## src/rtl/dmem_arbiter_if.sv

```systemverilog
// Bus bundle between the data memory arbiter, its two requesters and dmem.
// The arbiter takes the slave view. The environment (core, external
// requester and dmem) takes the master view.
interface dmem_arbiter_if #(
    parameter int DATA_WIDTH = 32,
    parameter int ADDR_WIDTH = 32
);
    // core memory/writeback-stage access
    logic                  core_req;
    logic                  core_we;
    logic [ADDR_WIDTH-1:0] core_addr;
    logic [DATA_WIDTH-1:0] core_wdata;
    logic [DATA_WIDTH-1:0] core_rdata;
    logic                  core_stall;

    // external requester (loader / debug DMA)
    logic                  ext_req;
    logic                  ext_we;
    logic [ADDR_WIDTH-1:0] ext_addr;
    logic [DATA_WIDTH-1:0] ext_wdata;
    logic                  ext_gnt;
    logic                  ext_rvalid;
    logic [DATA_WIDTH-1:0] ext_rdata;

    // single-port data memory
    logic [ADDR_WIDTH-1:0] mem_addr;
    logic [DATA_WIDTH-1:0] mem_wdata;
    logic                  mem_w_en;
    logic                  mem_read_en;
    logic [DATA_WIDTH-1:0] mem_rdata;

    modport slave (
        input  core_req, core_we, core_addr, core_wdata,
        output core_rdata, core_stall,
        input  ext_req, ext_we, ext_addr, ext_wdata,
        output ext_gnt, ext_rvalid, ext_rdata,
        output mem_addr, mem_wdata, mem_w_en, mem_read_en,
        input  mem_rdata
    );

    modport master (
        output core_req, core_we, core_addr, core_wdata,
        input  core_rdata, core_stall,
        output ext_req, ext_we, ext_addr, ext_wdata,
        input  ext_gnt, ext_rvalid, ext_rdata,
        input  mem_addr, mem_wdata, mem_w_en, mem_read_en,
        output mem_rdata
    );
endinterface

```

## src/rtl/dmem_arbiter.sv

```systemverilog
// Two-requester arbiter for the single-port data memory.
// The core normally wins and completes in its grant cycle. The external
// requester uses a req/gnt handshake with a registered read return. A
// starvation counter forces an external grant after STARVE_LIMIT contested
// cycles the core has won. That grant stalls the core for one cycle.
module dmem_arbiter #(
    parameter int DATA_WIDTH   = 32,
    parameter int ADDR_WIDTH   = 32,
    parameter int STARVE_LIMIT = 4
) (
    input  logic           clk,
    input  logic           reset,
    dmem_arbiter_if.slave  bus
);
    localparam logic [3:0] LIMIT = 4'(STARVE_LIMIT);

    // Access presented to the memory port by whichever side holds it.
    typedef struct packed {
        logic                  we;
        logic [ADDR_WIDTH-1:0] addr;
        logic [DATA_WIDTH-1:0] wdata;
    } mem_req_t;

    logic [3:0]            starve_cnt;
    logic                  force_ext;
    logic                  ext_gnt;
    logic                  core_gnt;
    logic                  any_gnt;
    mem_req_t              sel;
    logic                  ext_rvalid_q;
    logic [DATA_WIDTH-1:0] ext_rdata_q;

    // Grant decision. reset low gates every grant, so no strobe escapes
    // while the block is held in reset.
    always_comb begin
        force_ext = bus.ext_req && (starve_cnt == LIMIT);
        ext_gnt   = reset && bus.ext_req && (!bus.core_req || force_ext);
        core_gnt  = reset && bus.core_req && !ext_gnt;
        any_gnt   = ext_gnt || core_gnt;
    end

    // Memory port mux. The core side is the idle default. Address and
    // data are don't-care without a grant, because both strobes are low.
    always_comb begin
        sel.we    = bus.core_we;
        sel.addr  = bus.core_addr;
        sel.wdata = bus.core_wdata;
        if (ext_gnt) begin
            sel.we    = bus.ext_we;
            sel.addr  = bus.ext_addr;
            sel.wdata = bus.ext_wdata;
        end
    end

    assign bus.mem_addr    = sel.addr;
    assign bus.mem_wdata   = sel.wdata;
    assign bus.mem_w_en    = any_gnt && sel.we;
    assign bus.mem_read_en = any_gnt && !sel.we;

    assign bus.ext_gnt     = ext_gnt;
    assign bus.core_stall  = reset && bus.core_req && !core_gnt;
    assign bus.core_rdata  = bus.mem_rdata;
    assign bus.ext_rvalid  = ext_rvalid_q;
    assign bus.ext_rdata   = ext_rdata_q;

    // Starvation counter. It counts the contested cycles the core has won
    // since the external request last went up or was served. It clears
    // on a grant or when the request drops (abort).
    always_ff @(posedge clk or negedge reset) begin
        if (!reset) begin
            starve_cnt <= '0;
        end else if (ext_gnt || !bus.ext_req) begin
            starve_cnt <= '0;
        end else if (core_gnt && (starve_cnt != LIMIT)) begin
            starve_cnt <= starve_cnt + 4'd1;
        end
    end

    // External read return, one cycle after the read grant. rdata holds
    // between returns. A reset during the return drops it.
    always_ff @(posedge clk or negedge reset) begin
        if (!reset) begin
            ext_rvalid_q <= 1'b0;
            ext_rdata_q  <= '0;
        end else if (ext_gnt && !bus.ext_we) begin
            ext_rvalid_q <= 1'b1;
            ext_rdata_q  <= bus.mem_rdata;
        end else begin
            ext_rvalid_q <= 1'b0;
        end
    end
endmodule

```

## src/flat_wrapper.sv

```systemverilog
// flat-port wrapper written by rule: the top's interface ports become plain ports
module dmem_arbiter_flat 
#(
    parameter int DATA_WIDTH   = 32,
    parameter int ADDR_WIDTH   = 32,
    parameter int STARVE_LIMIT = 4
)
  (clk, reset, bus_core_req, bus_core_we, bus_core_addr, bus_core_wdata, bus_core_rdata, bus_core_stall, bus_ext_req, bus_ext_we, bus_ext_addr, bus_ext_wdata, bus_ext_gnt, bus_ext_rvalid, bus_ext_rdata, bus_mem_addr, bus_mem_wdata, bus_mem_w_en, bus_mem_read_en, bus_mem_rdata);
  dmem_arbiter_if #(.DATA_WIDTH(DATA_WIDTH), .ADDR_WIDTH(ADDR_WIDTH)) bus_i ();
  input  logic clk;
  input  logic reset;
  input wire logic [$bits(bus_i.core_req)-1:0] bus_core_req;
  input wire logic [$bits(bus_i.core_we)-1:0] bus_core_we;
  input wire logic [$bits(bus_i.core_addr)-1:0] bus_core_addr;
  input wire logic [$bits(bus_i.core_wdata)-1:0] bus_core_wdata;
  output wire logic [$bits(bus_i.core_rdata)-1:0] bus_core_rdata;
  output wire logic [$bits(bus_i.core_stall)-1:0] bus_core_stall;
  input wire logic [$bits(bus_i.ext_req)-1:0] bus_ext_req;
  input wire logic [$bits(bus_i.ext_we)-1:0] bus_ext_we;
  input wire logic [$bits(bus_i.ext_addr)-1:0] bus_ext_addr;
  input wire logic [$bits(bus_i.ext_wdata)-1:0] bus_ext_wdata;
  output wire logic [$bits(bus_i.ext_gnt)-1:0] bus_ext_gnt;
  output wire logic [$bits(bus_i.ext_rvalid)-1:0] bus_ext_rvalid;
  output wire logic [$bits(bus_i.ext_rdata)-1:0] bus_ext_rdata;
  output wire logic [$bits(bus_i.mem_addr)-1:0] bus_mem_addr;
  output wire logic [$bits(bus_i.mem_wdata)-1:0] bus_mem_wdata;
  output wire logic [$bits(bus_i.mem_w_en)-1:0] bus_mem_w_en;
  output wire logic [$bits(bus_i.mem_read_en)-1:0] bus_mem_read_en;
  input wire logic [$bits(bus_i.mem_rdata)-1:0] bus_mem_rdata;
  assign bus_i.core_req = bus_core_req;
  assign bus_i.core_we = bus_core_we;
  assign bus_i.core_addr = bus_core_addr;
  assign bus_i.core_wdata = bus_core_wdata;
  assign bus_core_rdata = bus_i.core_rdata;
  assign bus_core_stall = bus_i.core_stall;
  assign bus_i.ext_req = bus_ext_req;
  assign bus_i.ext_we = bus_ext_we;
  assign bus_i.ext_addr = bus_ext_addr;
  assign bus_i.ext_wdata = bus_ext_wdata;
  assign bus_ext_gnt = bus_i.ext_gnt;
  assign bus_ext_rvalid = bus_i.ext_rvalid;
  assign bus_ext_rdata = bus_i.ext_rdata;
  assign bus_mem_addr = bus_i.mem_addr;
  assign bus_mem_wdata = bus_i.mem_wdata;
  assign bus_mem_w_en = bus_i.mem_w_en;
  assign bus_mem_read_en = bus_i.mem_read_en;
  assign bus_i.mem_rdata = bus_mem_rdata;
  dmem_arbiter #(.DATA_WIDTH(DATA_WIDTH), .ADDR_WIDTH(ADDR_WIDTH), .STARVE_LIMIT(STARVE_LIMIT)) u_core (.clk(clk), .reset(reset), .bus(bus_i));
endmodule
```

## config.mk

```make
export PLATFORM = sky130hd
export DESIGN_NAME = dmem_arbiter_flat
export DESIGN_NICKNAME = d
export VERILOG_FILES = /design/src/rtl/dmem_arbiter_if.sv /design/src/rtl/dmem_arbiter.sv /design/src/flat_wrapper.sv
export SDC_FILE = /design/constraint.sdc
export NUM_CORES = 1
export LEC_CHECK = 0
export ABC_AREA = 1
export BUFFER_PORTS_ARGS = -buffer_cell sky130_fd_sc_hd__buf_4
export CAP_MARGIN = 30
export CORE_AREA = 2 2 117 119
export CTS_CLUSTER_DIAMETER = 40
export CTS_CLUSTER_SIZE = 20
export DETAILED_ROUTE_END_ITERATION = 6
export DIE_AREA = 0 0 119 121
export PLACE_DENSITY_LB_ADDON = 0.15
export SLEW_MARGIN = 20
export SYNTH_ARGS = -nofsm -noshare
export SYNTH_HDL_FRONTEND = slang
export SYNTH_SLANG_ARGS = --single-unit
```

## constraint.sdc

```tcl
create_clock -name clk -period 1.7 [get_ports clk]
set_input_delay 0.17 -clock clk [delete_from_list [all_inputs] [get_ports clk]]
set_output_delay 0.17 -clock clk [all_outputs]
set_load 0.01 [all_outputs]
```

## Word level (Yosys, flattened, before mapping)

Index checks and enable logic that the tools add are counted.

| storage, ports and cells | value |
|---|---|
| register bits | 37 |
| output and inout bits | 133 |

| operators by class | value |
|---|---|
| reductions and logical operators | 20 |
| $add $sub $neg | 1 |
| eq/ne operators | 2 |
| multiplexer cells | 4 |

Operator list:

| operator | number |
|---|---|
| $mux W65 | 1 |
| $logic_and A1 B1 Y1 | 10 |
| $mux W4 | 2 |
| $logic_not A1 Y1 | 6 |
| $add A4 B1 Y4 const B | 1 |
| $eq A4 B3 Y1 const B | 1 |
| $ne A4 B3 Y1 const B | 1 |
| $logic_or A1 B1 Y1 | 3 |
| $reduce_bool A2 Y1 | 1 |
| $mux W1 | 1 |

## Logic depth before layout (Yosys ltp)

| logic depth | value |
|---|---|
| depth in word-level cells | 9 |
| mapped depth | 10 |

## Worst setup path after synthesis

Ideal clock, no wire load.

| path | value |
|---|---|
| path kind | register to output |
| start | register u_core.starve_cnt[0] |
| end | output bus_mem_addr[0] |
| stages on the path, launching flop included | 11 |
| arrival | 1.295 ns |
| path buffers | 2 |
| slack | 0.235 ns |
| path through | dfrtp_1 -> inv_1 -> ha_1 -> nand3_1 -> nand2_2 -> nand2_2 -> inv_2 -> buf_6 -> buf_6 -> nand2_1 -> nand2_1 |

| between the ends | value |
|---|---|
| longest elaborated chain between the ends | 5 |

Ends and longest elaborated chain:

| item | line | RTL |
|---|---|---|
| from (decl) | dmem_arbiter.sv:24 | `logic [3:0] starve_cnt;` |
| from (signal assigned) | dmem_arbiter.sv:75 | `starve_cnt <= starve_cnt + 4'd1;` |
| $eq A4 B3 Y1 | dmem_arbiter.sv:36 | `force_ext = bus.ext_req && (starve_cnt == LIMIT);` |
| $logic_and A1 B1 Y1 | dmem_arbiter.sv:36 |  |
| $logic_or A1 B1 Y1 | dmem_arbiter.sv:37 | `ext_gnt = reset && bus.ext_req && (!bus.core_req \|\| force_ext);` |
| $logic_and A1 B1 Y1 | dmem_arbiter.sv:37 |  |
| $mux W65 | dmem_arbiter.sv:48 | `if (ext_gnt) begin` |
| to (decl) | flat_wrapper.sv:25 | `output wire logic [$bits(bus_i.mem_addr)-1:0] bus_mem_addr;` |

Every way passes these cells.

## Final worst setup path

| path | value |
|---|---|
| start | register u_core.starve_cnt[1] |
| end | output bus_mem_addr[6] |

The elaborated chain is that of the path after synthesis.

==> qor.yml <==
rsz0062_at_grt: "yes"
ys_types: 17
diodes: 0
grt_pass1_vias: 3313
ys_top_cells_by_area: "dfrtp_1, nand2_1, buf_4, inv_1, o21ai_1"
final_core_util: 0.427
cp_data_required_time_ns: 1.53
p_leak_uw: 0.00322
end_kind: "output pin"
drtAntennaViolNets: 0
peakVddDrop_mv: 0.402
die_width_um: 119
hold_viol_final: 23
ys_seq_area_frac: 0.348
min_period_ns: 1.88
vias: 3573
maxSlewViolCount: 0
start_util: 0.203
clk_latency_ns: 0.28
synth_area_um2: 2660
cts_root_buffer: "clkbuf_16"
reg2reg_setup_slack_ns: 0.13
crit_buf_inv: 4
finalWeightedCongestion: 0.798
pwr-share-clk: 0.252
rows: 42
skew_ns: 0.0103
whs_ns: -0.0107
worstSetupPathType: "flip-flop to output pin"
num_io_pins: 299
track_usage: 0.147
switchingPower_uw: 1170
nets: 863
synthCells: 422
dp.cells: 849
final_common_cell: "buf_4"
numClockSinks: 37
synthToLayoutAreaGrowth_pct: 110
syn_area_per_cell_um2: 6.30
crit_fanout: 8
cap_violations: 0
mostFrequentLayoutCells: "buf_4, nand2_1, nand2_2"
drive_above_1_share: 0.570
dieArea_um2: 14400
port_buffers: 298
violations: "negative hold slack, negative setup slack"
slew-limit-headroom: 0.699
coreArea_um2: 13100
cts_max_path_buffers: 2
remaining_drc_errors: 0
comb_power_share: 0.441
cts_buffers: 5
synth_top_cell_by_area: "dfrtp_1"
status: "finished with violations"
cp-start-kind: "flip-flop"
fmax_mhz: 532
wl_um: 12100
worstMarginPinSlew_ns: 0.452
cts_tree: "yes"
timing.final.ws_setup_ns: -0.181
cts_max_level: 2
worstHoldPathType: "primary input to async pin"
swShare: 0.318
powerDensity_nw_per_um2: 662
setup-violations-final: 68
worst_path_largest_cell_delay_ns: 0.38
die_h_um: 121
place_ws_ns: 0.0356
drt_iter0_drc: 191
p_int_uw: 2520
seq_power_share: 0.307
ys_ff_latch: 37
grt_overflow: 0
clk_pin_slew_ns: 0.06
grt_pass1_wl_um: 17000
synth_nets: 590
crit_family: "buffers and inverters"
arrival_ns: 1.71
drtPass1Iterations: 4
crit_slowest_cell: "dfrtp_1"
fin_cells: 872
path_cells: "inv_2 > ha_4 > nand3_2 > nand2_2 > nand2_4 > buf_12 > clkbuf_16 > nand2_4 > nand2_2 > buf_6"
final.fill_count: 1347
via_per_inst: 4.10
fin_crit_sh: 1.11
grt_start_max_net_pins: 66
synth_top_area_frac: 0.348
antenna_found_initial: 0
detail_route.wl_per_cell_um: 13.9
place_hpwl_um: 8690
yosysWarningCount: 0
[kinds of logic after synthesis]
group	share of synthesized area
adders and majority gates	0.00941
buffers and inverters	0.214
xor gates and xnor gates	0.00329
and+or+nand+nor	0.358
DFF	0.348
AOI/OAI and AO/OA	0.0678
[through the flow]
| step | hold WS (ns) | instance area (um^2) | setup TNS, ns | power (uW) |
|---|---|---|---|---|
| after floorplan | -0.126 | 2660 | 0 | 1690 |
| after global routing | 0.0490 | 5590 | -14.58 | 3930 |
| final | -0.0107 | 5590 | -8.31 | 3700 |
| after detailed placement | -0.0127 | 4810 | 0 | 2530 |
| after global placement | -0.0138 | 4810 | 0 | 2510 |
| after CTS | -0.307 | 5210 | -10.65 | 3610 |
[repair_timing]
action,4_1_cts,5_1_grt
endpoints found under the hold margin,2,2
setup endpoints to repair,68,72
pin swaps,4,16
resized for setup,37,88
buffers inserted,5,3
gates cloned,4,2
[flip-flops by register name (all words and copies together) (netlist names)]
signal / cells
u_core.bus.ext_rdata: 32
u_core.bus.ext_rvalid: 1
u_core.starve_cnt: 4
[cell type report]
class	instances	area (um^2)	share of cell area
clock buffer	5	125	0.0224
clock inverter	3	25.0	0.00448
inverter	44	170	0.0305
multi-input combinational	288	1430	0.256
sequential	37	926	0.166
tap	176	220	0.0394
timing repair buffer	319	2690	0.482
[per-layer routing]
metal  wire, um  share of wire  GRT usage
met1       4480           0.37      0.161
met2       6530           0.54      0.277
met3        927          0.076     0.0404
met4        199          0.016     0.0394
met5          0              0          0
[synthesized netlist by cell type (all sizes together)]
master  count
buf        49
o21ai      34
dfrtp      37
nor2        5
a21oi       2
xor2        1
inv        44
clkbuf      4
nand3       5
nand2     239
ha          2
[final timing paths]
check	to	cells after the start	start
min in group clk	u_core.bus.ext_rdata[5]	3	bus_mem_rdata[5]
min	u_core.bus.ext_rdata[0]	2	reset
max	bus_mem_addr[6]	10	u_core.starve_cnt[1]
min reg2reg	u_core.bus.ext_rdata[4]	2	u_core.bus.ext_rdata[4]
max reg2reg	u_core.bus.ext_rdata[22]	10	u_core.starve_cnt[0]
max in group asynchronous	u_core.starve_cnt[2]	2	reset
[power groups by stage]
stage                     Combinational, uW  Sequential, uW  Clock (uW)
after floorplan                         484            1210           0
after global routing                   1760            1150        1010
final                                  1630            1130         933
after global placement                 1370            1140           0
after detailed placement               1380            1150           0
after CTS                              1500            1140         974
No activity file was read; power rests on OpenSTA's default activity.
